$ cat src/rtl/alu_op_sequencer.sv
// Serial loader and sequencer for a 4-op ALU: collects A, B and opcode over a
// valid/ready port, holds them on the ALU inputs, then captures the result.
module alu_op_sequencer #(
    parameter int unsigned NB_size = 16,
    parameter int unsigned NB_cnt  = 8
) (
    input  logic               i_clk,
    input  logic               i_rst_n,
    input  logic               i_clear,
    input  logic [NB_size-1:0] i_data,
    input  logic               i_valid,
    output logic               o_ready,
    output logic [NB_size-1:0] o_aluA,
    output logic [NB_size-1:0] o_aluB,
    output logic [1:0]         o_aluSel,
    input  logic [NB_size-1:0] i_aluC,
    input  logic               i_addCarry,
    input  logic               i_subCarry,
    output logic [NB_size-1:0] o_result,
    output logic               o_carry,
    output logic               o_zero,
    output logic               o_done,
    output logic [NB_cnt-1:0]  o_op_count
);

    typedef enum logic [2:0] {
        StWaitA,
        StWaitB,
        StWaitOp,
        StExec,
        StDone
    } state_e;

    state_e state_q, state_d;
    logic   accept;
    logic   capture;
    logic   count_en;
    logic   carry_sel;

    // Ready is a pure state decode so it never depends on i_valid.
    assign o_ready  = (state_q == StWaitA) || (state_q == StWaitB) || (state_q == StWaitOp);
    // Clear wins over a simultaneous load, capture or completion.
    assign accept   = i_valid & o_ready & ~i_clear;
    assign capture  = (state_q == StExec) & ~i_clear;
    assign count_en = (state_q == StDone) & ~i_clear;
    assign o_done   = count_en;

    // Next-state logic: load sequence, single-cycle EXEC and DONE, clear to WAIT_A.
    always_comb begin
        state_d = state_q;
        unique case (state_q)
            StWaitA:  if (accept) state_d = StWaitB;
            StWaitB:  if (accept) state_d = StWaitOp;
            StWaitOp: if (accept) state_d = StExec;
            StExec:   state_d = StDone;
            StDone:   state_d = StWaitA;
            default:  state_d = StWaitA;
        endcase
        if (i_clear) begin
            state_d = StWaitA;
        end
    end

    // State register.
    always_ff @(posedge i_clk or negedge i_rst_n) begin
        if (!i_rst_n) begin
            state_q <= StWaitA;
        end else begin
            state_q <= state_d;
        end
    end

    // Operand and select registers; each holds until its own load slot.
    always_ff @(posedge i_clk or negedge i_rst_n) begin
        if (!i_rst_n) begin
            o_aluA   <= '0;
            o_aluB   <= '0;
            o_aluSel <= 2'b00;
        end else if (accept) begin
            if (state_q == StWaitA)  o_aluA   <= i_data;
            if (state_q == StWaitB)  o_aluB   <= i_data;
            if (state_q == StWaitOp) o_aluSel <= i_data[1:0];
        end
    end

    // Only add and sub produce a meaningful carry; logic ops report 0.
    always_comb begin
        carry_sel = 1'b0;
        case (o_aluSel)
            2'b00:   carry_sel = i_addCarry;
            2'b01:   carry_sel = i_subCarry;
            default: carry_sel = 1'b0;
        endcase
    end

    // Result capture at the end of EXEC; held otherwise.
    always_ff @(posedge i_clk or negedge i_rst_n) begin
        if (!i_rst_n) begin
            o_result <= '0;
            o_carry  <= 1'b0;
            o_zero   <= 1'b0;
        end else if (capture) begin
            o_result <= i_aluC;
            o_carry  <= carry_sel;
            o_zero   <= (i_aluC == '0);
        end
    end

    // Completed-operation counter, wraps naturally.
    always_ff @(posedge i_clk or negedge i_rst_n) begin
        if (!i_rst_n) begin
            o_op_count <= '0;
        end else if (count_en) begin
            o_op_count <= o_op_count + NB_cnt'(1);
        end
    end

endmodule

$ cat config.mk
export PLATFORM = sky130hd
export DESIGN_NAME = alu_op_sequencer
export DESIGN_NICKNAME = d
export VERILOG_FILES = /design/src/rtl/alu_op_sequencer.sv
export SDC_FILE = /design/constraint.sdc
export NUM_CORES = 1
export LEC_CHECK = 0
export CORE_ASPECT_RATIO = 1.75
export CORE_MARGIN = 5
export CORE_UTILIZATION = 47
export DETAILED_ROUTE_END_ITERATION = 12
export GPL_TIMING_DRIVEN = 0
export HOLD_SLACK_MARGIN = 0.15
export PLACE_DENSITY = 0.89
export SETUP_SLACK_MARGIN = 0.3
export SLEW_MARGIN = 20
export SYNTH_ARGS = -nofsm -noshare
export SYNTH_HDL_FRONTEND = slang
export SYNTH_SLANG_ARGS = --single-unit
$ cat constraint.sdc
create_clock -name i_clk -period 4.9 [get_ports i_clk]
set_clock_uncertainty 0.05 [all_clocks]
set_input_delay 0.98 -clock i_clk [delete_from_list [all_inputs] [get_ports i_clk]]
set_output_delay 0.98 -clock i_clk [all_outputs]
set_load 0.02 [all_outputs]
==> metrics.txt, run 1 <==
GRT Overall Usage 18.3%; antenna cells 0; max-slew violation total from the final report 0; CP Cell Sequence clkdlybuf4s50_1, or4b_1, buf_4, inv_2, clkdlybuf4s50_1; status finished clean; via count 1757; complex-gate fraction of the synthesized area 0.686%; DR vias/cell 4.94; Clock power frac 28.4%; layout cells sized above 1 28.7%; clk sinks 63; CTS resizes 0; CP Capture Type output pin; Unique masters post-synth 28; Async SR Flop Fraction 100%; Initial Util 48.2%; Crit path required time 3.87 ns; worst hold path type in2async; leakage 1.72 nW; Post-Synth Adder-Cell Area 0.490%; CTS max path bufs 2; sw power 505 µW; full die area 0.00707 mm²; XOR/XNOR share of the synthesized area 2.40%; worst-case vdd ir drop 0.284 mV; Top Ports 100; f_max 263 MHz; # fillers 346; largest family of logic cells by synthesized area multiplexers; Worst-Margin Slew 0.466 ns; Syn-to-layout area delta 52.1%; GP Congestion 0.694; Slowest-stage cell, CP clkdlybuf4s50_1; Synth area leaders dfrtp_1, mux2_2, mux2_4; metal2 WL 3270 µm; number of synthesized flops with an enable pin 0; Logic pwr share 32.0%; postcts setup bufs 0; initial antenna violation count 0; Chip Width 65.7 µm; first-pass GRT wire length 9550 µm; most used cell, CP clkdlybuf4s50_1; met3 routed WL 476 µm; Fin. Hold Viols 0; Core Area 0.00530 mm²; DR iter-0 viols 48; final setup violation count 0; Int Power 1.24 mW; Post-DRT Antenna Nets 0; mapped cell area 0.00255 mm²; pwr dens 448 mW/mm²; DR WL/cell 16.4 µm; CTS buffer count 9; critical path launch point type input pin; Rows 35; CTS tree yes; synthesized flop and latch total 63; Remaining DRCs 0; commonest cells in the netlist dfrtp_1, mux2_2, mux2_4, nand2_1, nand4_1; htree depth 3; most common cell in the netlist dfrtp_1; Post-Synth Simple-Gate Area 7.05%; Skew-Pair Late Insertion Delay 0.33 ns; Die Y 108 µm; Arr. time, crit path 2.77 ns; PortBufs 99; Synth top area share 61.7%; cells after synthesis 166; DRT met1 WL 2010 µm; setup TNS 0 ns; YS warnings 0; number of max-cap violations 0; Clk pin slew, worst setup/hold paths 0.07 ns; Root Driver clkbuf_8; Final nets 316; Post-synth top flop dfrtp_1; vias in the first global route 1985; sequential area share after synthesis 61.7%; Setup CP Type in2out; cts-stage hold buffer count 0; fin crit share 77.6%; router iterations before antenna repair 4; mux cell area share after synthesis 24.7%; RSZ-0062 raised after global routing no; syn avg cell area 15.4 µm²; crit path time final 3.80 ns; syn_nets 205; top sig layer met4; grt ovf 0; placed wire-length estimate 4420 µm; Slew headroom 68.6%; CP Max Fanout 6; Seq pwr share 39.7%; largest stage delay on the critical path 0.61 ns; switch share 29.0%; largest net degree at the start of global routing 55; final core utilization 73.3%; final wirelength 5860 µm; leading area contributor after synthesis dfrtp_1
[flip-flops by register name, indices dropped and copies added, names as in the netlist]
signal / cells
o_op_count: 8
o_result: 16
state_q: 3
o_aluSel: 2
o_aluA: 16
o_aluB: 16
o_carry: 1
o_zero: 1
[cell families after synthesis]
logic type,count (synthesis)
fa+ha+maj,1
mux,53
xor+xnor,7
buf+inv,10
simple gates,29
compound gates,3
flops,63
[final cells by class]
| class | instances | area (µm²) | area share (%) |
|---|---|---|---|
| Clock buffer | 11 | 141 | 3.64 |
| Sequential cell | 63 | 1580 | 40.6 |
| Multi-Input combinational cell | 93 | 903 | 23.2 |
| Clock inverter | 5 | 81.3 | 2.09 |
| Tap cell | 74 | 92.6 | 2.38 |
| Timing Repair Buffer | 100 | 1020 | 26.1 |
| Inverter | 3 | 11.3 | 0.290 |
| Buffer | 7 | 63.8 | 1.64 |
[path summary, 6_finish.rpt]
check / start / cells past startpoint / to / slack, ns
min in group i_clk: o_op_count[7] / 1 / o_op_count[7] / 0.44
max in group asynchronous: i_rst_n / 2 / o_aluB[15] / 3.89
min: i_rst_n / 1 / o_aluA[7] / 0.42
max: i_clear / 5 / o_done / 1.10
max reg2reg: state_q[2] / 5 / o_aluA[6] / 3.08
min reg2reg: o_op_count[7] / 1 / o_op_count[7] / 0.44
[critical path: cells and delay by family]
kind / cells / cell delay (ns)
buffers and inverters: 4 / 1.33
and+or+nand+nor: 1 / 0.47
[layer usage]
metal / vias up / global-route usage [%]
met5: - / 0
met4: 0 / 9.35
met3: 7 / 6.58
met2: 68 / 32.7
met1: 870 / 17.9
li1: 812 / -
[through the flow]
step / total power [mW] / instances / cell area [µm²] / hold WS [ns] / setup slack [ns]
final: 1.74 / 356 / 3890 / 0.422 / 1.10
after floorplan: 0.953 / 166 / 2550 / 0.410 / 2.14
after detailed placement: 1.26 / 340 / 3660 / 0.431 / 1.09
after global placement: 1.24 / 339 / 3640 / 0.410 / 0.861
after global routing: 1.82 / 356 / 3890 / 0.408 / 1.04
after CTS: 1.76 / 356 / 3890 / 0.401 / 1.09
[layout by cell type, fill, tap and decap left out, types with 2 or more instances in the layout]
master	netlist	routed
bufinv_16	0	2
dfrtp_1	63	63
a21oi_1	2	2
nor3_2	3	3
xor2_1	3	3
mux2i_1	2	2
mux2_2	41	41
nor4_1	4	4
inv_1	2	2
buf_2	2	2
xnor2_1	4	4
mux2_4	10	10
clkbuf_8	0	10
nor2_1	2	2
nand2_1	7	7
nand4_1	5	5
clkdlybuf4s50_1	0	98
buf_4	3	4
[power by group through the flow]
stage / logic (mW) / registers (mW) / clock network, mW
final: 0.556 / 0.691 / 0.494
after CTS: 0.562 / 0.691 / 0.509
after detailed placement: 0.557 / 0.699 / 0
after floorplan: 0.125 / 0.829 / 0
after global placement: 0.548 / 0.692 / 0
after global routing: 0.586 / 0.708 / 0.530
(Power assumes the default switching activity.)
==> inputs of run 2 (changes only) <==
--- a/config.mk
+++ b/config.mk
@@ -7,11 +7,11 @@
 export LEC_CHECK = 0
 export CORE_ASPECT_RATIO = 1.75
 export CORE_MARGIN = 5
-export CORE_UTILIZATION = 47
+export CORE_UTILIZATION = 39
 export DETAILED_ROUTE_END_ITERATION = 12
 export GPL_TIMING_DRIVEN = 0
 export HOLD_SLACK_MARGIN = 0.15
-export PLACE_DENSITY = 0.89
+export PLACE_DENSITY = 0.8
 export SETUP_SLACK_MARGIN = 0.3
 export SLEW_MARGIN = 20
 export SYNTH_ARGS = -nofsm -noshare
==> constraint.sdc (replaced) <==
create_clock -name i_clk -period 3.25 [get_ports i_clk]
set_clock_uncertainty 0.05 [all_clocks]
set_input_delay 0.65 -clock i_clk [delete_from_list [all_inputs] [get_ports i_clk]]
set_output_delay 0.65 -clock i_clk [all_outputs]
set_load 0.02 [all_outputs]
==> metrics.txt, run 2 (synthesis gave the netlist of run 1 again) <==
Die Y 117 µm; max-slew violation total from the final report 0; grt ovf 0; GRT Overall Usage 14.1%; Int Power 1.97 mW; leakage 1.74 nW; cell count after placement 348; DR iter-0 viols 55; CTS max path bufs 2; fin worst setup slack 0.385 ns; router iterations before antenna repair 4; most frequent cells in the layout clkdlybuf4s50_1, dfrtp_1, mux2_2; Slew headroom 74.3%; Chip Width 71.2 µm; Pwr Total 2.72 mW; Syn-to-layout area delta 54.1%; Setup WS pre-CTS 0.0943 ns; PortBufs 99; Root Driver clkbuf_16; fin crit share 88.2%; RSZ-0062 raised after global routing no; crit path time final 2.87 ns; Fin. Hold Viols 0; Crit path required time 2.55 ns; initial antenna violation count 0; setup TNS 0 ns; pwr dens 692 mW/mm²; Core Area 0.00644 mm²; critical path launch point type input pin; Seq pwr share 38.1%; placed wire-length estimate 4240 µm; largest net degree at the start of global routing 35; first-pass GRT wire length 9000 µm; Remaining DRCs 0; most common cell after layout, fill and taps aside clkdlybuf4s50_1; Worst-Margin Slew 0.386 ns; Clk pin slew, worst setup/hold paths 0.05 ns; Post-DRT Antenna Nets 0; vias in the first global route 1878; htree depth 3; DR WL/cell 15.4 µm; CTS resizes 1; Logic pwr share 30.2%; Top Ports 100; cts-stage hold buffer count 0; switch share 27.7%; Final nets 316; GP Congestion 0.715; CP Max Fanout 6; full die area 0.00833 mm²; Non-Filler Instances 364; CTS tree yes; Reg2Reg Depth 5; worst hold path type in2async; setup slack, reg-to-reg 1.45 ns; Initial Util 39.7%; FF-to-FF End o_aluA[5]; DR vias/cell 4.80; Rows 39; antenna cells 0; Top Registers o_aluA: 16 flops, o_aluB: 16 flops, o_result: 16 flops; Skew-Pair Late Insertion Delay 0.32 ns; postcts setup bufs 0; Setup CP Type in2out; sw power 754 µW; CTS buffer count 9; worst r2r src state_q[2]; layout cells sized above 1 27.3%; final wirelength 5590 µm; worst-case vdd ir drop 0.510 mV; clk sinks 63; status finished clean; f_max 349 MHz; Clock power frac 31.6%; number of max-cap violations 0; final setup violation count 0; via count 1747; CP Capture Type output pin; Arr. time, crit path 2.17 ns
-- run 2: cell types whose count changed in the layout (fill, tap and decap cells not counted), moves of 2 or more --
| cell | before | now |
|---|---|---|
| clkbuf_8 | 10 | 2 |
| bufinv_16 | 2 | 0 |
| clkbuf_1 | 1 | 5 |
| clkbuf_16 | 0 | 9 |
-- run 2: critical path, stage by stage --
cell and delay, ns:
clkdlybuf4s50_1 0.45, or4b_1 0.47, buf_4 0.18, inv_2 0.08, dlygate4sd2_1 0.34
-- run 2: how the worst max path moves through the flow --
stage | from | slack, ns | depth (start not counted) | endpoint
floorplan | i_clear | 1.15 | 3 | o_done
global placement | i_rst_n | -0.53 | 1 | o_aluA[3]
detailed placement | i_clear | 0.09 | 5 | o_done
CTS | i_clear | 0.37 | 5 | o_done
global route | i_clear | 0.33 | 5 | o_done
finish | i_clear | 0.38 | 5 | o_done
-- run 2: metrics by stage --
| step | util [%] | cell area [µm²] | hold slack (ns) |
|---|---|---|---|
| 2_1_floorplan | - | 2550 | 0.304 |
| 4_1_cts | 61.1 | 3940 | 0.206 |
| 3_3_place_gp | 56.6 | 3650 | 0.408 |
| 6_report | 61.1 | 3940 | 0.199 |
| 3_5_place_dp | 56.9 | 3670 | 0.434 |
| 5_1_grt | 61.1 | 3940 | 0.216 |
-- run 2: per-layer routing --
metal / up-vias / global-route usage (%) / share of wire, %
li1: 810 / - / -
met1: 860 / 15.8 / 38
met2: 66 / 23.3 / 52
met3: 11 / 4.96 / 7.7
met4: 0 / 7.90 / 2.2
met5: - / 0 / 0
-- run 2: area by class of cell --
class                   count  area (µm²)
fillers                   531        2500
flip-flops and latches     63        1580
repair buffers            100        1010
multi-input cells          93         903
clock buffers              16         272
well taps                  82         103
plain buffers               7        63.8
inverters                   3        11.3
-- run 2: power groups by stage --
| stage | sequential, mW | combinational [mW] | clock (mW) |
|---|---|---|---|
| 3_3_place_gp | 1.04 | 0.823 | 0 |
| 2_1_floorplan | 1.25 | 0.188 | 0 |
| 4_1_cts | 1.04 | 0.838 | 0.883 |
| 3_5_place_dp | 1.05 | 0.834 | 0 |
| 6_report | 1.04 | 0.823 | 0.861 |
| 5_1_grt | 1.06 | 0.870 | 0.921 |
==> inputs of run 3 (changes only) <==
--- a/config.mk
+++ b/config.mk
@@ -5,10 +5,12 @@
 export SDC_FILE = /design/constraint.sdc
 export NUM_CORES = 1
 export LEC_CHECK = 0
+export ABC_AREA = 1
 export CORE_ASPECT_RATIO = 1.75
 export CORE_MARGIN = 5
-export CORE_UTILIZATION = 39
+export CORE_UTILIZATION = 40
 export DETAILED_ROUTE_END_ITERATION = 12
+export GPL_ROUTABILITY_DRIVEN = 0
 export GPL_TIMING_DRIVEN = 0
 export HOLD_SLACK_MARGIN = 0.15
 export PLACE_DENSITY = 0.8
==> metrics.txt, run 3 <==
FF-to-FF End o_aluB[13]; largest stage delay on the critical path 0.64 ns; CTS resizes 0; worst-case vdd ir drop 0.526 mV; Clk pin slew, worst setup/hold paths 0.05 ns; Root Driver clkbuf_16; leading area contributor after synthesis dfrtp_1; Synth top area share 58.6%; synthesized flop and latch total 63; Die Y 118 µm; syn avg cell area 8.76 µm²; cell count after placement 489; Post-Place Cell Area 0.00380 mm²; f_max 351 MHz; fin crit share 87.7%; CTS buffer count 9; Fin. Hold Viols 0; Slew headroom 75.9%; worst r2r src state_q[0]; DR WL/cell 14.0 µm; max-slew violation total from the final report 0; final core utilization 62.1%; crit path time final 2.85 ns; busiest grt layer met2; full die area 0.00853 mm²; cts-stage hold buffer count 0; final setup violation count 0; most common cell in the netlist nand2_1; sequential area share after synthesis 58.6%; worst hold path type in2async; setup TNS 0 ns; CTS max path bufs 2; Synth area leaders dfrtp_1, nand2_1, o21ai_0; via count 2363; DR vias/cell 4.69; grt ovf 0; YS warnings 0; CP Max Fanout 7; PortBufs 99; Worst-Margin Slew 0.361 ns; Core Area 0.00654 mm²; met3 global-route usage 3.74%; Setup WS pre-CTS 0.392 ns; Top Ports 100; placed wire-length estimate 5410 µm; vias in the first global route 2549; Post-DRT Antenna Nets 0; CP Cell Sequence clkdlybuf4s50_1, inv_1, nand2_1, nor2_4, clkdlybuf4s50_1; router iterations before antenna repair 4; clk sinks 63; fin worst setup slack 0.400 ns; GRT met1 Usage 19.9%; first-pass GRT wire length 12200 µm; CTS tree yes; final wirelength 7060 µm; postcts setup bufs 0; CP Capture Type output pin; cells after synthesis 307; Crit path required time 2.55 ns; most used cell, CP clkdlybuf4s50_1; Post-synth top flop dfrtp_1; htree depth 3; RSZ-0062 raised after global routing no; largest net degree at the start of global routing 38; number of max-cap violations 0; initial antenna violation count 0; worst hold slack 0.188 ns; most frequent cells in the layout nand2_1, clkdlybuf4s50_1, dfrtp_1; Remaining DRCs 0; Slowest-stage cell, CP clkdlybuf4s50_1; commonest cells in the netlist nand2_1, dfrtp_1, inv_1, o21ai_0, nor2_1; leakage 1.95 nW; Non-Filler Instances 504; DR iter-0 viols 137; status finished clean; Async SR Flop Fraction 100%; pwr dens 723 mW/mm²; number of synthesized flops with an enable pin 0; Final nets 457; setup slack, reg-to-reg 1.76 ns; layout cells sized above 1 8.29%; Setup CP Type in2out; mapped cell area 0.00269 mm²; M2 GR Usage 33.2%; critical path launch point type input pin; design area 0.00406 mm²; # fillers 575; antenna cells 0; Rows 39; Pwr Total 2.93 mW; Top Registers o_aluA: 16 flops, o_aluB: 16 flops, o_result: 16 flops; Reg2Reg Depth 5; Initial Util 41.1%; Skew-Pair Late Insertion Delay 0.32 ns; most common cell after layout, fill and taps aside nand2_1; Syn-to-layout area delta 51.0%; syn_nets 346; Chip Width 72.0 µm; GRT Overall Usage 18.6%; Arr. time, crit path 2.15 ns; Unique masters post-synth 21
run 3: changes by cell type in the layout (fill, tap and decap cells not counted), moves of 9 or more:
cell / before / now
inv_1: 2 / 36
mux2_2: 41 / 0
mux2_4: 10 / 0
nand2_1: 7 / 109
nand3_1: 1 / 10
nor2_1: 2 / 17
o21ai_0: 0 / 28
o21ai_1: 0 / 16
run 3: kinds of logic (layout without fill, tap and decap cells):
logic type      count (synthesis)  count (layout)  share of synthesized area [%]
xor+xnor                        4               4                           1.30
fa+ha+maj                       1               1                          0.465
simple gates                  144             144                           22.6
buf+inv                        47             162                           7.68
flops                          63              63                           58.6
compound gates                 48              48                           9.35
run 3: critical path, delay by kind of cell:
| family | cells | cell delay (ns) |
|---|---|---|
| buffers and inverters | 3 | 1.19 |
| AND/OR/NAND/NOR | 2 | 0.30 |
run 3: layout make-up:
| cell class | count | area [µm²] | area share [%] |
|---|---|---|---|
| multi-input cells | 197 | 906 | 22.3 |
| repair buffers | 100 | 1010 | 24.8 |
| plain buffers | 9 | 63.8 | 1.57 |
| clock inverters | 1 | 5.00 | 0.123 |
| inverters | 38 | 143 | 3.51 |
| clock buffers | 14 | 254 | 6.26 |
| well taps | 82 | 103 | 2.53 |
| flip-flops and latches | 63 | 1580 | 38.8 |
run 3: power breakdown:
part	total, mW	switching (mW)	internal, mW
Clock	0.836	0.305	0.531
Combinational	0.995	0.523	0.472
Sequential	1.10	0.116	0.987
run 3: worst max path at each step:
stage               endpoint    start  slack [ns]
3_3_place_gp   o_op_count[0]  i_rst_n       -0.53
5_1_grt               o_done  i_clear        0.33
6_report              o_done  i_clear        0.40
3_5_place_dp          o_done  i_clear        0.39
4_1_cts               o_done  i_clear        0.39
2_1_floorplan         o_done  i_clear        1.54
run 3: metal layers:
layer | wire length [µm] | vias to the layer above
met3 | 281 | 12
li1 | - | 1172
met4 | 196 | 0
met2 | 3970 | 61
met1 | 2610 | 1118
met5 | 0 | -
==> variant 1, RTL diff (flow settings as in run 2) <==
`NB_size`: 16 -> 32.
--- a/src/rtl/alu_op_sequencer.sv
+++ b/src/rtl/alu_op_sequencer.sv
@@ -1,7 +1,7 @@
 // Serial loader and sequencer for a 4-op ALU: collects A, B and opcode over a
 // valid/ready port, holds them on the ALU inputs, then captures the result.
 module alu_op_sequencer #(
-    parameter int unsigned NB_size = 16,
+    parameter int unsigned NB_size = 32,
     parameter int unsigned NB_cnt  = 8
 ) (
     input  logic               i_clk,
Interface: changed (5 resized); port bits go from 100 to 180. The function was not compared with the original's and may differ.
==> variant 1 against run 2 <==
Worst setup slack better by 0.032 ns; combinational power up 85%; routed wire length up 98%; total power up 61%; via count up 68%; sequential cell count up 48; design area up 70%; synthesized area up 73%; critical path type unchanged; largest power group unchanged.
==> variant 1: results (changes against run 2) <==
stage;metric;value;unit;change
outcome;outcome;completed;;
routing;wl;11100;µm;+98%
worst_setup_path;arrival;2.13;ns;-0.04 ns
place;place_hpwl;8660;µm;+100%
timing;fmax;353;MHz;+1.1%
finish;nNetsFinal;531;;+68%
worst_setup_path;max_stage_delay;0.65;ns;+0.18 ns
worst_setup_path;timing.rr.end;o_result[29]$_DFFE_PN0P_;;
timing;tightest_slew;0.539;ns;+0.152 ns
global_routing;grt_use_total;16.1;%;+2.0 points
worst_setup_path;reg2reg_depth;4;;-1
global_routing;grt_pass1_vias;3312;;+76%
place;dp_slack;0.165;ns;+0.0706 ns
place;gp_congestion;0.781;;+9.2%
worst_setup_path;rrSetupSlack;1.56;ns;+0.11 ns
global_routing;grt_pass1_wl;17600;µm;+95%
global_routing;grt_max_degree;59;;+69%
pwr;power.static_leakage;0.00295;µW;+70%
global_routing;use_met1;17.4;%;+1.6 points
yosys;synth-compound-area-share;0.566;%;-0.12 points
clock_network;postCtsSetupBuffers;1;;+1
yosys;synth_cell_type_count;25;;-11%
pwr;peakVddDrop;0.619;mV;+21%
yosys;ys_top_cells_by_area;dfrtp_1 63%, mux2_1 18%, mux2_4 10%;;
routing;routed_via_density;4.93;;+2.7%
-- variant 1: power by group through the flow --
stage | combinational, µW | clock [µW] | sequential (µW)
floorplan | 309 | 0 | 2240
global placement | 1500 | 0 | 1860
detailed placement | 1540 | 0 | 1880
CTS | 1540 | 1050 | 1850
global route | 1590 | 1100 | 1890
finish | 1520 | 1020 | 1850
-- variant 1: layer usage --
metal  up-vias  wire length (µm)
li1       1344                 -
met1      1470              4080
met2       105              6110
met3        18               565
met4         0               297
met5         -                 0
-- variant 1: area by class of cell --
class	instances	area share, %
clock inverters	6	0.674
clock buffers	9	3.37
plain buffers	12	1.35
flip-flops and latches	111	41.6
inverters	2	0.112
repair buffers	181	27.4
multi-input cells	143	23.1
well taps	132	2.47
-- variant 1: stage by stage --
step,std cells,util (%),setup TNS (ns),area (µm²)
6_report,596,60.2,0,6680
5_1_grt,596,60.2,0,6680
4_1_cts,596,60.2,0,6680
3_5_place_dp,580,57.7,0,6400
3_3_place_gp,579,57.4,-282.75,6380
2_1_floorplan,268,-,0,4420
==> variant 2, RTL diff (flow settings as in run 2) <==
Without the edit above. Encoding of `state_e`: now one-hot (5 bits for 5 states).
--- a/src/rtl/alu_op_sequencer.sv
+++ b/src/rtl/alu_op_sequencer.sv
@@ -23,12 +23,12 @@
     output logic [NB_cnt-1:0]  o_op_count
 );
 
-    typedef enum logic [2:0] {
-        StWaitA,
-        StWaitB,
-        StWaitOp,
-        StExec,
-        StDone
+    typedef enum logic [4:0] {
+        StWaitA  = 5'b00001,
+        StWaitB  = 5'b00010,
+        StWaitOp = 5'b00100,
+        StExec   = 5'b01000,
+        StDone   = 5'b10000
     } state_e;
 
     state_e state_q, state_d;
Function: no difference found for any inputs over 10 cycles, from zero or initial values and one cycle with i_rst_n low; not proved beyond that.
==> variant 2 against run 2 <==
Routed wire length grew 15%; worst setup slack improved by 0.15 ns; die area increased by 5.0%; total power decreased by 11%; count of clock-buffer cells in the layout shrank 3; synthesized area rose by 5.6%; combinational power shrank 39%; core utilization barely moved; sequential cell count rose by 2; design area grew 5.7%; register-to-register slack got worse by 0.38 ns; critical endpoint unchanged; largest cell class unchanged; largest power group is now the clock network.
==> variant 2: results (changes against run 2) <==
stage;metric;value;unit;change
global_routing;grt_use_total;16.1;%;+2.0 points
finish;num-fill-cells;555;;+4.5%
global_routing;grt_pass1_wl;10600;µm;+18%
yosys;ys_top_cells_by_area;dfrtp_1 59%, mux2_2 18%, mux2_4 5.6%;;
finish;n_antenna_cell;0;;unchanged
worst_setup_path;arrival;2.01;ns;-0.16 ns
pwr;peakVddDrop;0.413;mV;-19%
pwr;power.static_leakage;0.00189;µW;+8.6%
place;gp_congestion;0.790;;+10%
worst_hold_path;worstHoldStart;o_op_count[7]$_DFFE_PN0P_;;
clock_network;htree_levels;3;;unchanged
yosys;synth.net_count;219;;+6.8%
worst_setup_path;timing.rr.end;o_aluB[13]$_DFFE_PN0P_;;
global_routing;grt_pass1_vias;2104;;+12%
yosys;synth_xor_area_share;2.60;%;+0.20 points
yosys;synthMuxAreaShare;23.8;%;-0.90 points
clock_network;postCtsSetupBuffers;0;;unchanged
worst_setup_path;reg2reg_from;state_q[4]$_DFFE_PN0P_;;
routing;drt_iter0_drc;172;;+210%
worst_hold_path;holdPathEnd;o_op_count[7]$_DFFE_PN0P_;;
global_routing;grt_max_degree;58;;+66%
clock_network;clk_root_buffer_cell;clkbuf_16;;
worst_setup_path;crit_fanout;5;;-1
worst_setup_path;reg2reg_depth;4;;-1
place;place_hpwl;4840;µm;+14%
worst_hold_path;hold_class;flip-flop to flip-flop;;
finish;largestRegisters;o_aluA (16), o_aluB (16), o_result (16);;
finish;drive_gt1_share;27.4;%;+0.060 points
finish;nNetsFinal;331;;+4.7%
routing;vias;1885;;+7.9%
global_routing;grt_overflow;0;;unchanged
yosys;async_flop_share;100;%;unchanged
place;io_buffers;99;;unchanged
timing;tightest_slew;0.348;ns;-0.0382 ns
place;place_area;3820;µm²;+4.2%
yosys;synth-compound-area-share;1.25;%;+0.57 points
clock_network;clk_pin_slew_worst_paths;0.05;ns;about the same
routing;drt-pass1-iter-count;4;;unchanged
worst_setup_path;rrSetupSlack;1.07;ns;-0.38 ns
routing;wl;6430;µm;+15%
global_routing;antenna_found_initial;0;;unchanged
outcome;outcome;completed;;
yosys;synth_cell_type_count;30;;+7.1%
yosys;synthTopCellsByCount;64 x dfrtp_1, 42 x mux2_2, 10 x mux2_4;;
yosys;seq_area_frac_synth;60.3;%;-1.4 points
yosys;synth_adder_area_share;0.464;%;-0.026 points
variant 2: where the power goes:
group          internal [µW]  switching [µW]  leakage (µW)
logic                    276             223      0.000890
registers                897            45.8      0.000841
clock network            671             319      0.000158
total                   1840             587       0.00189
variant 2: repair_timing:
item | 4_1_cts | 5_1_grt
hold buffers | 1 | 0
gates resized for setup | 3 | 0
endpoints found under the hold margin | 8 | 0
setup endpoints to repair | 1 | 0
variant 2: how the worst max path moves through the flow:
stage | startpoint | depth (start not counted) | slack, ns | end
3_5_place_dp | i_clear | 5 | 0.05 | o_done
3_3_place_gp | i_rst_n | 1 | -0.62 | o_result[7]$_DFFE_PN0P_
5_1_grt | i_clear | 5 | 0.44 | o_done
6_report | i_clear | 5 | 0.54 | o_done
4_1_cts | i_clear | 5 | 0.52 | o_done
2_1_floorplan | i_clear | 4 | 1.17 | o_aluB[0]$_DFFE_PN0P_
variant 2: critical path: stages:
cell and delay (ns):
clkdlybuf4s50_1 0.54, nor4_4 0.25, nand2_1 0.17, inv_1 0.07, dlygate4sd2_1 0.33
variant 2: stage by stage:
| step | cells | hold slack (ns) | setup slack (ns) |
|---|---|---|---|
| 2_1_floorplan | 180 | 0.304 | 1.17 |
| 3_3_place_gp | 363 | 0.411 | -0.620 |
| 3_5_place_dp | 364 | 0.417 | 0.0547 |
| 4_1_cts | 380 | 0.425 | 0.525 |
| 5_1_grt | 380 | 0.445 | 0.441 |
| 6_report | 380 | 0.421 | 0.537 |
variant 2: final cells by class:
class                   count  area, µm²  share of cell area, %
flip-flops and latches     65       1630                   39.1
repair buffers            101       1020                   24.6
multi-input cells         104       1000                   24.2
clock buffers              13        280                   6.74
well taps                  84        105                   2.53
plain buffers               6       62.6                   1.50
clock inverters             2       35.0                  0.842
inverters                   5       18.8                  0.451
variant 2: cell families after synthesis:
family	Yosys count
flip-flops	65
multiplexers	54
AND/OR/NAND/NOR	35
buffers and inverters	11
XOR/XNOR	8
AO/OA/AOI/OAI	6
adder cells (fa/ha/maj)	1
variant 2: per-layer routing:
metal	up-vias	track usage [%]	routed length, µm
met5	-	0	0
met1	947	16.1	2230
met2	57	29.1	3700
li1	868	-	-
met4	0	9.01	169
met3	13	4.19	339
